==> config.mk <==
export PLATFORM = sky130hd
export DESIGN_NAME = codec_i2c_arb
export DESIGN_NICKNAME = d
export VERILOG_FILES = /design/src/rtl/codec_i2c_arb.sv
export SDC_FILE = /design/constraint.sdc
export NUM_CORES = 1
export LEC_CHECK = 0
export CORE_MARGIN = 2
export CORE_UTILIZATION = 49
export CTS_CLUSTER_SIZE = 30
export DETAILED_ROUTE_END_ITERATION = 10
export GPL_TIMING_DRIVEN = 0
export PLACE_DENSITY = 0.86
export SLEW_MARGIN = 30
export SYNTH_ARGS = -nofsm -noshare
export SYNTH_HDL_FRONTEND = slang
export SYNTH_SLANG_ARGS = --single-unit
==> constraint.sdc <==
create_clock -name clk -period 6.8 [get_ports clk]
set_input_delay 1.7 -clock clk [delete_from_list [all_inputs] [get_ports clk]]
set_output_delay 1.7 -clock clk [all_outputs]
set_load 0.005 [all_outputs]
==> src/rtl/codec_i2c_arb.sv <==
// Round-robin arbiter that serialises codec register writes onto one bit-level
// I2C write engine, with NACK re-sends and an en-tick watchdog per launch.
module codec_i2c_arb #(
  parameter int         NREQ       = 3,
  parameter int         MAX_RETRY  = 3,
  parameter logic [7:0] SLAVE_ADDR = 8'h34,
  parameter int         WDOG_TICKS = 48
) (
  input  logic                clk,
  input  logic                reset,
  input  logic                en,
  input  logic [NREQ-1:0]     req,
  input  logic [16*NREQ-1:0]  req_data,
  output logic [NREQ-1:0]     grant,
  output logic [NREQ-1:0]     req_done,
  output logic [NREQ-1:0]     req_err,
  output logic                busy,
  output logic                i2c_go,
  output logic [23:0]         i2c_data,
  input  logic                i2c_done,
  input  logic                i2c_ack
);
  localparam int IW = (NREQ > 1) ? $clog2(NREQ) : 1;
  localparam int RW = (MAX_RETRY > 0) ? $clog2(MAX_RETRY + 1) : 1;
  localparam logic [RW-1:0] RETRY_LIMIT = RW'(MAX_RETRY);
  localparam logic [5:0]    WDOG_LAST   = 6'(WDOG_TICKS - 1);

  typedef enum logic [2:0] {IDLE, LAUNCH, RUN, CHECK, GAP} state_t;

  state_t          state_q;
  logic [IW-1:0]   last_q;
  logic [IW-1:0]   winner_q;
  logic [RW-1:0]   retry_q;
  logic [5:0]      wdog_q;
  logic            retry_mark_q;
  logic [15:0]     word_q;
  logic            go_q;
  logic            busy_q;
  logic [NREQ-1:0] grant_q;
  logic [NREQ-1:0] done_q;
  logic [NREQ-1:0] err_q;

  logic [15:0]     slice   [NREQ];
  logic [IW-1:0]   cand    [NREQ];
  logic [NREQ-1:0] pick_oh;
  logic [NREQ-1:0] win_oh;
  logic [IW-1:0]   pick_idx;
  logic            pick_vld;

  // cand[k] is the requester k+1 places after the last winner.
  genvar gi;
  generate
    for (gi = 0; gi < NREQ; gi++) begin : g_req
      assign slice[gi]   = req_data[16*gi +: 16];
      assign cand[gi]    = IW'((int'(last_q) + gi + 1) % NREQ);
      assign pick_oh[gi] = pick_vld && (pick_idx == IW'(gi));
      assign win_oh[gi]  = (winner_q == IW'(gi));
    end
  endgenerate

  // Scan from the farthest candidate inward so the nearest active one wins.
  always_comb begin
    pick_vld = 1'b0;
    pick_idx = '0;
    for (int k = NREQ - 1; k >= 0; k--) begin
      if (req[cand[k]]) begin
        pick_vld = 1'b1;
        pick_idx = cand[k];
      end
    end
  end

  always_ff @(posedge clk or posedge reset) begin
    if (reset) begin
      state_q      <= IDLE;
      last_q       <= IW'(NREQ - 1);
      winner_q     <= '0;
      retry_q      <= '0;
      wdog_q       <= '0;
      retry_mark_q <= 1'b0;
      word_q       <= '0;
      go_q         <= 1'b0;
      busy_q       <= 1'b0;
      grant_q      <= '0;
      done_q       <= '0;
      err_q        <= '0;
    end else begin
      grant_q <= '0;
      done_q  <= '0;
      err_q   <= '0;
      // busy stays up through the completion pulse and drops right after it.
      if ((|done_q) || (|err_q)) busy_q <= 1'b0;
      if (en) begin
        case (state_q)
          IDLE: begin
            if (pick_vld) begin
              winner_q <= pick_idx;
              last_q   <= pick_idx;
              word_q   <= slice[pick_idx];
              grant_q  <= pick_oh;
              busy_q   <= 1'b1;
              retry_q  <= '0;
              wdog_q   <= '0;
              go_q     <= 1'b1;
              state_q  <= LAUNCH;
            end
          end
          LAUNCH, RUN: begin
            if (state_q == RUN && i2c_done) begin
              state_q <= CHECK;
            end else if (wdog_q == WDOG_LAST) begin
              err_q        <= win_oh;
              go_q         <= 1'b0;
              retry_mark_q <= 1'b0;
              state_q      <= GAP;
            end else begin
              if (wdog_q != 6'h3f) wdog_q <= wdog_q + 6'd1;
              if (state_q == LAUNCH && !i2c_done) state_q <= RUN;
            end
          end
          CHECK: begin
            go_q    <= 1'b0;
            state_q <= GAP;
            if (!i2c_ack) begin
              done_q       <= win_oh;
              retry_mark_q <= 1'b0;
            end else if (retry_q < RETRY_LIMIT) begin
              retry_q      <= retry_q + 1'b1;
              retry_mark_q <= 1'b1;
            end else begin
              err_q        <= win_oh;
              retry_mark_q <= 1'b0;
            end
          end
          GAP: begin
            if (retry_mark_q) begin
              wdog_q  <= '0;
              go_q    <= 1'b1;
              state_q <= LAUNCH;
            end else begin
              state_q <= IDLE;
            end
          end
          default: state_q <= IDLE;
        endcase
      end
    end
  end

  assign grant    = grant_q;
  assign req_done = done_q;
  assign req_err  = err_q;
  assign busy     = busy_q;
  assign i2c_go   = go_q;
  assign i2c_data = {SLAVE_ADDR, word_q};

endmodule

Yosys cells after proc, flatten, opt, wreduce, memory -nomap -nowiden
Index checks and enable logic that the tools add are counted.

word-level totals
  word-level logic and storage cells = 124
  flip-flop bits (word level) = 43
  output and inout bits = 35
  input bits = 56

operators by class
  equal/unequal tests = 19
  muxes and demuxes = 55
  div/mod/pow operators = 3
  order comparisons = 5
  bitwise logic cells = 1
  reductions and logical operators = 23
  add/subtract/negate cells = 6

operators by type and width
  operator                                                              number
  32-bit by 3-bit modulo with 32-bit output, second input constant      3
  3-bit two-way mux                                                     15
  16-bit binary-select mux with 2-bit select                            1
  16-bit two-way mux                                                    2
  6-bit two-way mux                                                     5
  6-bit case mux with 3 select lines                                    1
  1-bit two-way mux                                                     17
  2-bit inequality test, second input constant                          8
  2-bit two-way mux                                                     6
  3-bit case mux with 4 select lines                                    1
  2-bit by 3-bit < comparator with 1-bit output, second input constant  3
  3-bit by 1-bit adder with 4-bit output, second input constant         2
  7-bit AND reduction                                                   1
  6-bit by 1-bit adder with 6-bit output, second input constant         1
  1-bit binary-select mux with 2-bit select                             3
  3-bit by 2-bit == test with 1-bit output, second input constant       2
  6-bit == test, second input constant                                  1
  6-bit inequality test, second input constant                          1
  3-bit case mux with 2 select lines                                    1
  3-bit AND reduction                                                   2
  6-bit AND reduction                                                   1
  3-bit OR reduction                                                    2
  1-bit logical AND                                                     5
  5-bit AND reduction                                                   1
  23 further kinds                                                      27

Logic depth before layout (Yosys ltp)
Gate-level depths: netlist of run 1.

  word-level depth = 13
  mapped depth = 11
  gate-level depth less buffers = 8

Least setup slack after synthesis of run 1
OpenSTA, ideal clock, no wires.

  kind = input port to flip-flop
  start point = input req[1]
  end point = register word_q[0]
  path buffers = 2
  stages on the path = 8
  arrival = 2944 ps
  library setup time = 127 ps
  path slack = 3729 ps
  data required time = 6673 ps
  cells stage by stage = mux2i_1 -> o21ai_2 -> a211o_1 -> a31oi_1 -> buf_4 -> buf_6 -> mux2i_1 -> o211ai_2

between the ends
  cells in the longest elaborated chain, start to end = 9
  elaborated cells on any way between the ends = 17
  classes of those cells = mux: 15; bitwise: 1; reduce/logical: 1

RTL lines
  element                                                 line  source
  start: declaration                                      12    input logic [NREQ-1:0] req,
  1-bit binary-select mux with 2-bit select               66    if (req[cand[k]]) begin
  1-bit two-way mux (implied by the code)                 66
  2-bit two-way mux (3 in a row)                          66
  2-bit inverter with 3-bit output (implied by the code)  99    word_q <= slice[pick_idx];
  16-bit binary-select mux with 2-bit select              99
  16-bit two-way mux (implied by the code) (2 in a row)   99
  end signal: assignment                                  99
  end: declaration                                        36    logic [15:0] word_q;

Several ways; a longest one is shown, not always the timed one. The select of a mux whose other input is x is not followed.
A chain may end at the register's enable or synchronous reset.

Worst setup path after layout of run 1
  start point = input req[0]
  end point = register word_q[1]

The elaborated chain is that of the path after synthesis.

==> results of run 1 <==
==> registers in the layout, indices dropped and copies added, names as in the netlist, 2 cells and up <==
register,count
retry_q,2
last_q,2
state_q,3
word_q,16
req_done,3
wdog_q,6
req_err,3
grant,3
==> routing by layer <==
metal / wire, µm / track usage (%) / vias to the layer above
met5: 0 / 0 / -
met4: 63 / 5.64 / 0
met3: 437 / 5.57 / 7
met2: 3260 / 40.4 / 88
met1: 2870 / 31.8 / 1129
li1: - / - / 1136
==> cells in the final DEF (no fill, tap or decap), types with 2 or more instances in the layout <==
cell             count
a21o_1               2
a21oi_1              4
a22o_1               4
a22oi_1              2
a31oi_1              2
buf_2                6
buf_4                9
buf_6                2
clkbuf_1             5
clkbuf_8             6
clkdlybuf4s50_1     82
conb_1               8
dfrtp_1             41
ha_1                 6
inv_1               12
mux2i_1             21
nand2_1             35
nand2b_1             6
nand3_1             21
nand3b_1             6
nand4_1              2
nor2_1              17
nor2b_1              7
nor4_4               2
o211ai_1             7
o211ai_2             9
o21ai_0             16
o21ai_2              3
o31a_1               2
o41ai_1              2
or3_1                3
==> area by class of cell <==
class | count | area (µm²)
plain buffers | 21 | 135
clock inverters | 1 | 5.00
inverters | 13 | 48.8
multi-input cells | 202 | 1350
fillers | 399 | 1470
clock buffers | 7 | 86.3
flip-flops and latches | 42 | 1050
well taps | 70 | 87.6
repair buffers | 83 | 841
==> logic make-up after synthesis <==
kind of cell / synth area share, %
and+or+nand+nor: 22.4
AOI/OAI and AO/OA: 17.4
adders and majority gates: 2.93
other: 0.293
muxes: 8.65
buffers and inverters: 7.18
DFF: 41.1
==> report_power, final <==
| part | total (mW) | switching (mW) | leakage (nW) | internal (mW) |
|---|---|---|---|---|
| registers | 0.383 | 0.0509 | 0.541 | 0.332 |
| logic | 0.695 | 0.358 | 0.962 | 0.337 |
| clock network | 0.163 | 0.0813 | 0.0482 | 0.0818 |
| total | 1.24 | 0.490 | 1.55 | 0.751 |
==> per-stage QoR <==
stage          utilization [%]  setup WS (ns)
2_1_floorplan                -           3.73
3_3_place_gp              68.8           2.88
3_5_place_dp              69.2           2.86
4_1_cts                   71.0           3.16
5_1_grt                   71.0           2.94
6_report                  71.0           3.15
==> path summary, 6_finish.rpt <==
path | start | to | slack (ns)
worst max-delay path | req[0] | word_q[1] | 3.15
worst min-delay path | req_done[2] | busy | 0.47
worst max register to register | last_q[1] | word_q[10] | 4.20
worst min register to register | req_done[2] | busy | 0.47
max in group asynchronous | reset | last_q[1] | 4.62
min in group asynchronous | reset | wdog_q[3] | 1.67
==> run summary, run 1 <==
Fraction of registers with async set/reset -> 100%
Hold Path Class -> flop to flop
Top cells by area, synth -> dfrtp_1, mux2i_1, nand2_1
CTS Buf Count -> 5
Post-route setup TNS -> 0 ns
Core area -> 5070 µm²
Post-synth cell types -> 45
Hold-fix buffers, CTS -> 0
Final cell count without fillers -> 439
DR WL/cell -> 15.1 µm
Sequential element share of the synthesized area -> 41.1%
Initial DRC count -> 142
Synthesis-to-finish area growth -> 40.7%
Via count -> 2360
Die width -> 76.3 µm
Crit path DAT -> 3.87 ns
Routability congestion estimate -> 0.917
Cell count of the worst reg-to-reg path -> 9
Max-slew violations -> 0
First-pass GRT wire length -> 11500 µm
Crit path largest cell delay -> 0.58 ns
Worst Tran Pin Value -> 0.601 ns
Post-route cell area -> 3600 µm²
Setup Viol. Count Final -> 0
Nets -> 430
Most frequent cell after synthesis -> dfrtp_1
Setup bufs post-CTS -> 0
Largest delay share family, worst path -> buffers and inverters
Synth Area per Inst -> 9.41 µm²
Critical path class -> input pin to flop
Hold Vio Cnt, Final -> 0
Clock transition at the registers of the reported paths -> 0.08 ns
Main synth FF type -> dfrtp_1
DRT Wirelength -> 6630 µm
Cells after Synth -> 272
Post-cts resize count -> 0
RSZ-0062 raised after global routing -> no
Clk root buf -> clkbuf_8
Yosys Warn Count -> 0
VDD IR max -> 0.277 mV
Critical Path Fanout Max -> 10
Hold path depth -> 1
Worst Skew -> 0.00716 ns
Post-synth EDFFs -> 0
CTS tree -> built
CP endpoint kind -> flop
Die area -> 5820 µm²
Htree depth -> 2
Post-route DRC -> 0
First drt pass iteration count -> 4
N_diodes -> 0
Largest net degree at the start of global routing -> 30
Flops & latches, synth -> 42
Startpoint type of the worst setup path -> input pin
Initial core utilization -> 50.4%
Port Buffers -> 82
Synth Cell Area -> 2560 µm²
DIE HEIGHT -> 76.3 µm
Levels on crit path -> 9
Overflow after GRT -> 0
Pwr/cell area -> 344 nW/µm²
CP max-delay cell -> clkdlybuf4s50_1
Gr usage total -> 24.1%
Placed Area -> 3510 µm²
Cell taking the most area after synthesis -> dfrtp_1
Antenna violations before repair -> 0
Placement Rows -> 26
Status -> complete, no violations
Worst slew margin -> 59.7%
Lkg Pwr -> 1.55 nW
Clock Path Buffers -> 2
Antenna-violating nets left -> 0
CP required -> 7.02 ns
Post-DP HPWL -> 5120 µm
Io pins -> 91
Layout cells sized above 1 -> 12.7%
Max-Cap Viols -> 0
Dpl cells -> 431
Fmax -> 274 MHz
Pwr Total -> 1.24 mW
Commonest cells post-synth -> dfrtp_1, nand2_1, mux2i_1, nand3_1, nor2_1
Top cell type's share of synthesized area -> 40.1%
Final min period -> 3.65 ns
CTS sink cnt -> 42
Vias in the first global route -> 2334
Hold_ws -> 0.472 ns
Drt via density -> 5.38
CP bufs+invs -> 3
Worst-Skew Late Latency -> 0.30 ns
Crit path cell chain -> clkdlybuf4s50_1, mux2i_1, o21ai_2, nor3_1, nor4_4, nand2b_1, buf_2, buf_6, o211ai_2
Period utilization -> 53.7%
(Power assumes the default switching activity.)
==> inputs of run 2 (changes only) <==
Settings changed: CORE_UTILIZATION 49 to 41, PLACE_DENSITY 0.86 to 0.77.
Clock period 6.8 ns to 3.1 ns, I/O delays scaled along.
==> run 2 against run 1 <==
- final cell count rose by 1.1%
- global-route usage fell by 5.1 points
- via count fell by 1.3%
- count of clock-buffer cells in the layout fell by 2
- total power rose by 120%
- clock power rose by 130%
- sequential power rose by 120%
- first-iteration DRC count fell by 14%
- critical endpoint is now word_q[6]
- highest routed layer unchanged
==> run summary, run 2 (synthesis results as in run 1) <==
Status -> complete, no violations
Hold Path Class -> flop to flop
Gr usage total -> 19.0% (-5.1 points)
Most frequent cells in the layout -> clkdlybuf4s50_1, dfrtp_1, nand2_1
Setup Viol. Count Final -> 0 (unchanged)
Io pins -> 91 (unchanged)
Worst Setup SP -> req[0]
Overflow after GRT -> 0 (unchanged)
Post-route DRC -> 0 (unchanged)
Initial core utilization -> 42.7% (-7.7 points)
Largest regs -> word_q (16), wdog_q (6)
N_diodes -> 0 (unchanged)
Hold Vio Cnt, Final -> 0 (unchanged)
First drt pass iteration count -> 4 (unchanged)
Worst slew margin -> 58.9% (-0.73 points)
Final min period -> 2.72 ns
Nets -> 430 (unchanged)
Antenna-violating nets left -> 0 (unchanged)
RSZ-0062 raised after global routing -> no
Initial DRC count -> 122 (-14%)
Fmax -> 367 MHz
Startpoint type of the worst setup path -> input pin
Routability congestion estimate -> 0.814 (-11%)
Via count -> 2329 (-1.3%)
Synthesis-to-finish area growth -> 41.0%
DIE HEIGHT -> 83.0 µm (+8.8%)
Core area -> 5990 µm² (+18%)
Die width -> 83.0 µm (+8.8%)
Period utilization -> 87.9%
CP endpoint kind -> flop
Max-Cap Viols -> 0 (unchanged)
Pwr/cell area -> 753 nW/µm² (+120%)
CP required -> 3.33 ns (-3.69 ns)
Clk root buf -> clkbuf_8
Largest Register -> word_q
Worst Skew -> 0.0101 ns (+0.00291 ns)
Flop-to-flop setup slack -> 0.48 ns (-3.72 ns)
First-pass GRT wire length -> 10900 µm (-4.8%)
Final cell count without fillers -> 444 (+1.1%)
Placement Rows -> 28 (+7.7%)
Critical Path Fanout Max -> 10 (unchanged)
Vias in the first global route -> 2316 (-0.77%)
Lkg Pwr -> 1.54 nW (-0.48%)
Max-slew violations -> 0 (unchanged)
Layout cells sized above 1 -> 13.0% (+0.27 points)
VDD IR max -> 0.407 mV (+47%)
DR WL/cell -> 14.3 µm (-5.3%)
Most common cell after layout, fill and taps aside -> clkdlybuf4s50_1
Port Buffers -> 82 (unchanged)
Drt via density -> 5.25 (-2.4%)
Clock transition at the registers of the reported paths -> 0.09 ns (about the same)
Post-route setup TNS -> 0 ns (unchanged)
Cell count of the worst reg-to-reg path -> 11 (+2)
Fill cells -> 521 (+31%)
CTS sink cnt -> 42 (unchanged)
Worst-Skew Late Latency -> 0.30 ns (about the same)
Hold-fix buffers, CTS -> 0 (unchanged)
Largest register FFs -> 16 (unchanged)
CTS Buf Count -> 5 (unchanged)
Die area -> 6890 µm² (+18%)
Setup bufs post-CTS -> 0 (unchanged)
Largest net degree at the start of global routing -> 30 (unchanged)
Crit path DAT -> 2.95 ns (-0.92 ns)
Dpl cells -> 436 (+1.2%)
Post-cts resize count -> 0 (unchanged)
Worst R2R End -> word_q[6]
Worst r2r src -> last_q[0]
DRT Wirelength -> 6350 µm (-4.2%)
CTS tree -> built
Htree depth -> 2 (unchanged)
Antenna violations before repair -> 0 (unchanged)
Clock Path Buffers -> 2 (unchanged)
Crit path to -> word_q[6]
Post-DP HPWL -> 4960 µm (-3.0%)
Critical path class -> input pin to flop
Worst Tran Pin Value -> 0.611 ns (+0.0108 ns)
[run 2: changes by cell type in the layout (fill, tap and decap cells not counted), sizes merged]
cell	change
inv	+1
clkinv	-1
clkinvlp	+2
clkbuf	-2
[run 2: area by class of cell]
cell class	instances	area (µm²)	share of cell area, %
flip-flops and latches	42	1050	29.2
clock inverters	3	23.8	0.659
multi-input cells	202	1350	37.3
inverters	13	48.8	1.35
well taps	75	93.8	2.60
plain buffers	21	135	3.74
repair buffers	83	841	23.3
clock buffers	5	68.8	1.91
[run 2: per-stage QoR]
| stage | setup WS, ns | power [mW] | cell area (µm²) | hold slack (ns) | util (%) |
|---|---|---|---|---|---|
| after floorplan | 0.856 | 1.82 | 2580 | 0.452 | - |
| after global placement | 0.0511 | 2.32 | 3500 | 0.455 | 58.4 |
| after detailed placement | 0.0636 | 2.37 | 3520 | 0.468 | 58.7 |
| after CTS | 0.384 | 2.75 | 3610 | 0.474 | 60.3 |
| after global routing | 0.190 | 2.94 | 3610 | 0.493 | 60.3 |
| final | 0.376 | 2.72 | 3610 | 0.466 | 60.3 |
[run 2: power by group]
group / leakage (nW) / internal (mW) / switching, mW
Clock: 0.0408 / 0.161 / 0.210
Sequential: 0.541 / 0.727 / 0.106
Combinational: 0.962 / 0.738 / 0.775
[run 2: layer usage]
layer | wire length (µm) | GRT usage, %
met1 | 3000 | 25.1
met2 | 2910 | 31.5
met3 | 387 | 4.97
met4 | 51 | 4.02
met5 | 0 | 0
[run 2: worst min path at each step]
stage,from,endpoint,depth (start not counted)
2_1_floorplan,retry_q[1],retry_q[1],2
3_3_place_gp,req_done[1],busy,1
3_5_place_dp,req_done[2],busy,1
4_1_cts,req_done[2],busy,1
5_1_grt,req_done[2],busy,1
6_report,req_done[2],busy,1
[run 2: critical path, cell delays in order]
cell and delay (ns):
clkdlybuf4s50_1 0.58, mux2i_1 0.16, o21ai_2 0.17, nor3_1 0.11, nor4_4 0.54, nand2b_1 0.09
buf_2 0.19, buf_6 0.17, o211ai_2 0.16
==> inputs of run 3 (changes only) <==
Settings changed: CORE_ASPECT_RATIO set to 0.9.
==> run 3 against run 2 <==
- maximum frequency is 1.2% lower
- setup slack worse by 0.034 ns
- register-to-register slack worse by 0.03 ns
- critical path depth stayed put
- first-iteration DRC count is 20% lower
- final cell count is 0.68% lower
- critical endpoint is now word_q[4]
- largest cell class unchanged
==> run summary, run 3 (synthesis results as in run 1) <==
Status -> complete, no violations
Die width -> 87.3 µm (+5.1%)
Clock transition at the registers of the reported paths -> 0.07 ns (-0.02 ns)
Via count -> 2309 (-0.86%)
CP required -> 3.31 ns (-0.02 ns)
Post-route cell area -> 3610 µm² (about the same)
Fmax -> 363 MHz (-1.2%)
Placement Rows -> 27 (-3.6%)
Overflow after GRT -> 0 (unchanged)
Worst slack, placed -> 0.0376 ns (-0.0260 ns)
Worst-Skew Late Latency -> 0.29 ns (about the same)
Largest delay share family, worst path -> buffers and inverters
Pwr/cell area -> 753 nW/µm² (about the same)
Vias in the first global route -> 2206 (-4.7%)
Layout cells sized above 1 -> 13.0% (unchanged)
First drt pass iteration count -> 4 (unchanged)
Port Buffers -> 82 (unchanged)
Worst slew margin -> 59.5% (+0.53 points)
Fin util -> 59.3% (-0.91 points)
Nets -> 430 (unchanged)
Initial core utilization -> 42.1% (-0.63 points)
Startpoint type of the worst setup path -> input pin
Hold Path Class -> flop to flop
CP max-delay cell -> clkdlybuf4s50_1
CTS sink cnt -> 42 (unchanged)
Routability congestion estimate -> 0.816 (+0.18%)
Initial DRC count -> 98 (-20%)
CP endpoint kind -> flop
CP bufs+invs -> 3 (unchanged)
Critical Path Fanout Max -> 10 (unchanged)
Synthesis-to-finish area growth -> 41.0% (about the same)
Clk root buf -> clkbuf_8
Period utilization -> 89.0% (+1.1 points)
Hold_ws -> 0.467 ns (+0.000258 ns)
Post-route DRC -> 0 (unchanged)
Post-cts resize count -> 0 (unchanged)
CTS Buf Count -> 5 (unchanged)
Post-route setup TNS -> 0 ns (unchanged)
Hold-fix buffers, CTS -> 0 (unchanged)
Most frequent cells in the layout -> clkdlybuf4s50_1, dfrtp_1, nand2_1
Most common cell after layout, fill and taps aside -> clkdlybuf4s50_1
Drt via density -> 5.24 (-0.18%)
First-pass GRT wire length -> 10200 µm (-6.8%)
DR WL/cell -> 14.3 µm (+0.22%)
CTS tree -> built
Largest regs -> word_q (16), wdog_q (6)
Die area -> 6890 µm² (about the same)
Fill cells -> 525 (+0.77%)
Antenna-violating nets left -> 0 (unchanged)
Io pins -> 91 (unchanged)
Pwr Total -> 2.72 mW (about the same)
Dpl cells -> 433 (-0.69%)
Final worst slack -> 0.342 ns (-0.0341 ns)
Antenna violations before repair -> 0 (unchanged)
Final cell count without fillers -> 441 (-0.68%)
Setup Viol. Count Final -> 0 (unchanged)
DRT Wirelength -> 6320 µm (-0.46%)
Crit path cell chain -> clkdlybuf4s50_1, mux2i_1, o21ai_2, nor3_1, nor4_4, nand2b_1, buf_2, buf_6, o211ai_2
RSZ-0062 raised after global routing -> no
Gr usage total -> 18.6% (-0.41 points)
Placed Area -> 3510 µm² (-0.11%)
FF+latch area -> 1050 µm² (unchanged)
Max-Cap Viols -> 0 (unchanged)
Setup bufs post-CTS -> 0 (unchanged)
Worst Skew -> 0.0120 ns (+0.00194 ns)
DIE HEIGHT -> 79.0 µm (-4.9%)
Largest register FFs -> 16 (unchanged)
Htree depth -> 2 (unchanged)
Hold Vio Cnt, Final -> 0 (unchanged)
Largest net degree at the start of global routing -> 31 (+3.3%)
Core area -> 6080 µm² (+1.5%)
N_diodes -> 0 (unchanged)
Multi-input gate area -> 1350 µm² (unchanged)
VDD IR max -> 0.302 mV (-26%)
Crit path largest cell delay -> 0.59 ns (about the same)
Crit path DAT -> 2.97 ns (+0.02 ns)
Lkg Pwr -> 1.55 nW (+0.42%)
Worst Tran Pin Value -> 0.604 ns (-0.00783 ns)
Clock Path Buffers -> 2 (unchanged)
Final min period -> 2.76 ns (+0.0341 ns)
Post-DP HPWL -> 4990 µm (+0.55%)
Critical path class -> input pin to flop
Largest Register -> word_q
Max-slew violations -> 0 (unchanged)
run 3: changes by cell type in the layout (fill, tap and decap cells not counted):
cell        change
inv_6           -1
clkbuf_8        +1
clkinv_2        +1
clkinvlp_4      -1
run 3: worst paths after layout:
path / startpoint / endpoint / slack, ns / cells after the start
hold / removal: req_done[2] / busy / 0.47 / 1
min in group asynchronous: reset / wdog_q[2] / 0.74 / 2
hold reg to reg: req_done[2] / busy / 0.47 / 1
max in group asynchronous: reset / last_q[1] / 1.84 / 3
setup / recovery: req[0] / word_q[4] / 0.34 / 9
setup reg to reg: last_q[0] / word_q[4] / 0.45 / 11
run 3: layer usage:
metal	global-route usage, %	vias to the layer above	routed length, µm
li1	-	1137	-
met1	24.1	1081	2820
met2	31.1	85	2960
met3	5.20	6	487
met4	3.85	0	46
met5	0	-	0
run 3: area by class of cell:
class / count / area share, %
plain buffers: 21 / 3.74
clock buffers: 6 / 2.29
clock inverters: 2 / 0.347
inverters: 13 / 1.35
multi-input cells: 202 / 37.3
flip-flops and latches: 42 / 29.2
well taps: 72 / 2.50
repair buffers: 83 / 23.3
run 3: worst reg2reg max path: stages, from the launching register on:
cell and delay (ns):
dfrtp_1 0.42, inv_1 0.12, ha_1 0.29, buf_2 0.21
nand3b_1 0.14, o21ai_2 0.11, nor3_1 0.11, nor4_4 0.54
nand2b_1 0.09, buf_2 0.19, buf_6 0.17, o211ai_2 0.16
run 3: power by group:
part	internal [mW]	switching [mW]	leakage (nW)
logic	0.739	0.779	0.962
clock network	0.179	0.187	0.0472
registers	0.727	0.108	0.541
==> RTL edit 1 (config.mk and constraints of run 2) <==
The 5 states of `state_t` get a one-hot encoding in 5 bits.
--- a/src/rtl/codec_i2c_arb.sv
+++ b/src/rtl/codec_i2c_arb.sv
@@ -25,7 +25,7 @@
   localparam logic [RW-1:0] RETRY_LIMIT = RW'(MAX_RETRY);
   localparam logic [5:0]    WDOG_LAST   = 6'(WDOG_TICKS - 1);
 
-  typedef enum logic [2:0] {IDLE, LAUNCH, RUN, CHECK, GAP} state_t;
+  typedef enum logic [4:0] {IDLE = 5'b00001, LAUNCH = 5'b00010, RUN = 5'b00100, CHECK = 5'b01000, GAP = 5'b10000} state_t;
 
   state_t          state_q;
   logic [IW-1:0]   last_q;
Function: same outputs for any inputs over 4 cycles, from zero or initial values and one cycle with reset high; so few cycles prove little.
==> RTL edit 1 against run 2 <==
Worst setup slack worse by 200 ps; synthesized area grew 2.5%; total power grew 11%; sequential cell count is 2 higher; sequential power increased by 3.5%; design area up 2.0%; clock skew up 0.82 ps; register-to-register slack worse by 210 ps; final cell count increased by 1.4%; wire length grew 4.9%; sequential share of layout area is 0.82 points higher; count of clock-buffer cells in the layout increased by 1; critical path type unchanged; critical endpoint is now wdog_q[1].
==> RTL edit 1: results (changes against run 2) <==
[detailed_routing]
wl_met1_um = 2920  ; -2.9%
vias = 2396  ; +2.9%
drcViolationCount = 0  ; unchanged
route.met3.wl_um = 269  ; -30%
wl_met2_um = 3310  ; +14%
wl_um = 6660  ; +4.9%
drt_iter0_drc = 114  ; -6.6%
wl_per_cell_um = 14.8  ; +3.5%

[synthesis]
synth_common_cells = dfrtp_1 (42), nand2_1 (36), nand3_1 (25)
ys_seq_area_share_pct = 42.1  ; +0.96 points
synth_cells = 277  ; +1.8%
synth.distinct_cells = 54  ; +20%
synth_area_leaders = dfrtp_1 (40%), mux2i_1 (8.0%), nand2_1 (5.2%), o211ai_1 (4.9%), nand3_1 (4.8%)

[clock_tree]
root_buffer = clkbuf_8
cts_setup_buffers = 0  ; unchanged
h-tree-depth = 2  ; unchanged

[power]
p_leak_nw = 1.63  ; +5.3%
max-vdd-ir-drop_v = 0.000580  ; +42%
intPower_mw = 1.83  ; +13%

[placement]
place_area_um2 = 3570  ; +1.6%
gp_congestion = 0.857  ; +5.3%
dp_hpwl_um = 5180  ; +4.3%
dpl.cell_count = 442  ; +1.4%
place_ws_ps = -120  ; -184 ps
port_buffers = 81  ; -1.2%

[layout]
top_regs = word_q: 16 flops, wdog_q: 6 flops, state_q: 5 flops
num-nets-final = 434  ; +0.93%
drive_above_1_share_pct = 10.7  ; -2.3 points
diodes = 0  ; unchanged

[setup_path]
cp_top_family = multiplexers
cp_data_arrival_time_ps = 3110  ; +160 ps
max_stage_delay_ps = 500  ; -80 ps

[global_routing]
use_met2_pct = 32.9  ; +1.4 points
first_global_vias = 2338  ; +0.95%
antenna_found_initial = 0  ; unchanged
grt_pass1_wl_um = 11200  ; +2.1%
use_met3_pct = 3.07  ; -1.9 points
grt_util_met1_pct = 25.0  ; -0.063 points
grt.total_usage_pct = 19.6  ; +0.55 points
grt_max_degree = 31  ; +3.3%

[sta]
finClkSkew_ps = 10.9  ; +0.824 ps
worst_pin_slew_ps = 628  ; +16.2 ps

[run_status]
status = complete, no violations

RTL edit 1: cell count changes after synthesis, sizes merged, moves of 4 or more:
cell    change
a22o        -4
o21ai      -12
nand3       +4
mux2        +5
nor2b       -4
nor3        +5
and3        +5
clkbuf      +5
o22ai       +4
RTL edit 1: worst paths after layout:
kind	startpoint	to	slack [ps]	depth (start not counted)
max in group asynchronous	reset	last_q[1]	1800	3
setup / recovery	req[1]	wdog_q[1]	170	7
hold reg to reg	req_done[2]	busy	450	1
setup reg to reg	last_q[1]	wdog_q[1]	270	8
min in group asynchronous	reset	wdog_q[4]	770	2
hold / removal	req_done[2]	busy	450	1
RTL edit 1: through the flow:
stage	hold WS [ps]	TNS [ps]
final	447	0
after global routing	482	0
after CTS	457	0
after detailed placement	454	-906
after global placement	444	-370
after floorplan	452	0
RTL edit 1: layout make-up:
cell class | instances | area (µm²)
Sequential cell | 44 | 1100
Tap cell | 77 | 96.3
Multi-Input combinational cell | 206 | 1370
Timing Repair Buffer | 82 | 831
Clock buffer | 6 | 72.6
Fill cell | 569 | 2590
Buffer | 23 | 136
Inverter | 10 | 37.5
Clock inverter | 2 | 35.0
RTL edit 1: logic make-up (layout without fill, tap and decap cells):
group	Yosys count	count (layout)	share of synthesized area, %
adders and majority gates	6	6	2.86
muxes	27	27	11.0
buffers and inverters	33	123	6.58
and+or+nand+nor	114	114	22.4
xor gates and xnor gates	2	2	0.668
other	2	8	0.286
DFF	44	44	42.1
AOI/OAI and AO/OA	49	49	14.2
RTL edit 1: power groups by stage:
stage	clock network (mW)	logic (mW)	registers, mW
finish	0.429	1.74	0.862
CTS	0.437	1.74	0.862
floorplan	0	1.16	0.868
detailed placement	0	1.74	0.873
global route	0.459	1.92	0.892
global placement	0	1.70	0.865
==> RTL edit 2 (config.mk and constraints of run 2) <==
Made on the original files. Set the parameter `NREQ` to 5 (it was 3).
--- a/src/rtl/codec_i2c_arb.sv
+++ b/src/rtl/codec_i2c_arb.sv
@@ -1,7 +1,7 @@
 // Round-robin arbiter that serialises codec register writes onto one bit-level
 // I2C write engine, with NACK re-sends and an en-tick watchdog per launch.
 module codec_i2c_arb #(
-  parameter int         NREQ       = 3,
+  parameter int         NREQ       = 5,
   parameter int         MAX_RETRY  = 3,
   parameter logic [7:0] SLAVE_ADDR = 8'h34,
   parameter int         WDOG_TICKS = 48
Interface: changed (5 resized); port bits go from 91 to 131. No check against the original RTL was run, so the function may have changed too.
==> RTL edit 2 against run 2 <==
The flow now finishes with violations (negative setup slack); final cell count is 130% higher; utilization is 5.8 points higher; design area is 140% higher; hold slack better by 27 ps; worst setup slack worse by 2500 ps; wire length grew to 3.2 times the old value; count of clock-buffer cells in the layout stayed put; synthesized area is 120% higher; sequential cell count is 7 higher; die area is 110% higher; critical path type is now reg2reg.
Power is not shown: default switching activity piles up to over one toggle a cycle in this logic, so the estimate is an artifact.
==> RTL edit 2: results (changes against run 2) <==
[synthesis]
synth_common_cells = mux2i_1 (64), dfrtp_1 (48), nand2_1 (36)
ys_seq_area_share_pct = 22.0  ; -19 points
synth.distinct_cells = 106  ; +140%

[sta]
finClkSkew_ps = 4.29  ; -5.78 ps
setup_slack_ps = -2140  ; -2520 ps
finalSetupViolCount = 36  ; +36
relSlewSlack_pct = 52.6  ; -6.4 points

[global_routing]
grt.total_usage_pct = 25.6  ; +6.6 points
grt_pass1_wl_um = 30200  ; +180%
grt_max_degree = 50  ; +67%
first_global_vias = 6203  ; +170%

[run_status]
violations = negative setup slack
status = finished, violations left

[clock_tree]
root_buffer = clkbuf_16
clkLatencyLatePin_ps = 290
clk_pin_slew_ps = 70  ; -20 ps

[placement]
gp_congestion = 0.923  ; +13%
place_ws_ps = -3230  ; -3290 ps
port_buffers = 120  ; +46%
dp_hpwl_um = 13200  ; +170%

[detailed_routing]
drt_iter0_drc = 577  ; +370%
wl_per_cell_um = 20.2  ; +41%
viasPerCell = 6.16  ; +17%

[layout]
num-nets-final = 952  ; +120%
drive_above_1_share_pct = 33.1  ; +20 points

[setup_path]
cp_data_arrival_time_ps = 5390  ; +2440 ps
cp_slowest_cell = dfrtp_2

## RTL edit 2: routing by layer
| layer | global-route usage [%] | part of all wire, % | up-vias |
|---|---|---|---|
| met5 | 0 | 0 | - |
| met4 | 12.1 | 5.1 | 0 |
| met3 | 3.40 | 7.6 | 89 |
| met2 | 44.0 | 49 | 375 |
| met1 | 31.5 | 38 | 2968 |
| li1 | - | - | 2765 |
## RTL edit 2: worst paths after layout
| kind | from | end | slack [ps] | depth (start not counted) |
|---|---|---|---|---|
| worst max-delay path | last_q[0] | word_q[15] | -2140 | 30 |
| worst min-delay path | retry_q[0] | retry_q[0] | 490 | 1 |
| worst max register to register | last_q[0] | word_q[15] | -2140 | 30 |
| worst min register to register | retry_q[0] | retry_q[0] | 490 | 1 |
| max in group asynchronous | reset | last_q[1] | 1740 | 2 |
| min in group asynchronous | reset | word_q[1] | 920 | 2 |
## RTL edit 2: area by class of cell
class | instances | area [µm²]
Tap cell | 176 | 220
Timing Repair Buffer | 202 | 1940
Multi-Input combinational cell | 494 | 4670
Buffer | 42 | 402
Clock inverter | 3 | 22.5
Clock buffer | 5 | 125
Sequential cell | 49 | 1230
Fill cell | 994 | 4520
Inverter | 35 | 164
## RTL edit 2: timing repair
action	CTS	global route
gates resized for setup	84	47
pin swaps	38	6
setup endpoints to repair	36	36
hold endpoints to repair	0	0
setup buffers	64	15
cloned	2	1
## RTL edit 2: stage by stage
step	std cells	setup TNS, ps	instance area (µm²)
6_report	1006	-72850	8780
4_1_cts	990	-68680	8410
3_3_place_gp	918	-103000	7280
2_1_floorplan	622	-75710	5860
5_1_grt	1006	-78130	8780
3_5_place_dp	918	-105280	7280
## RTL edit 2: cells by family after synthesis
family                     share of synthesized area (%)
other                                              0.134
AOI/OAI and AO/OA                                   26.1
and+or+nand+nor                                     20.5
xor gates and xnor gates                            2.78
adders and majority gates                           7.39
DFF                                                 22.0
muxes                                               13.7
buffers and inverters                               7.48
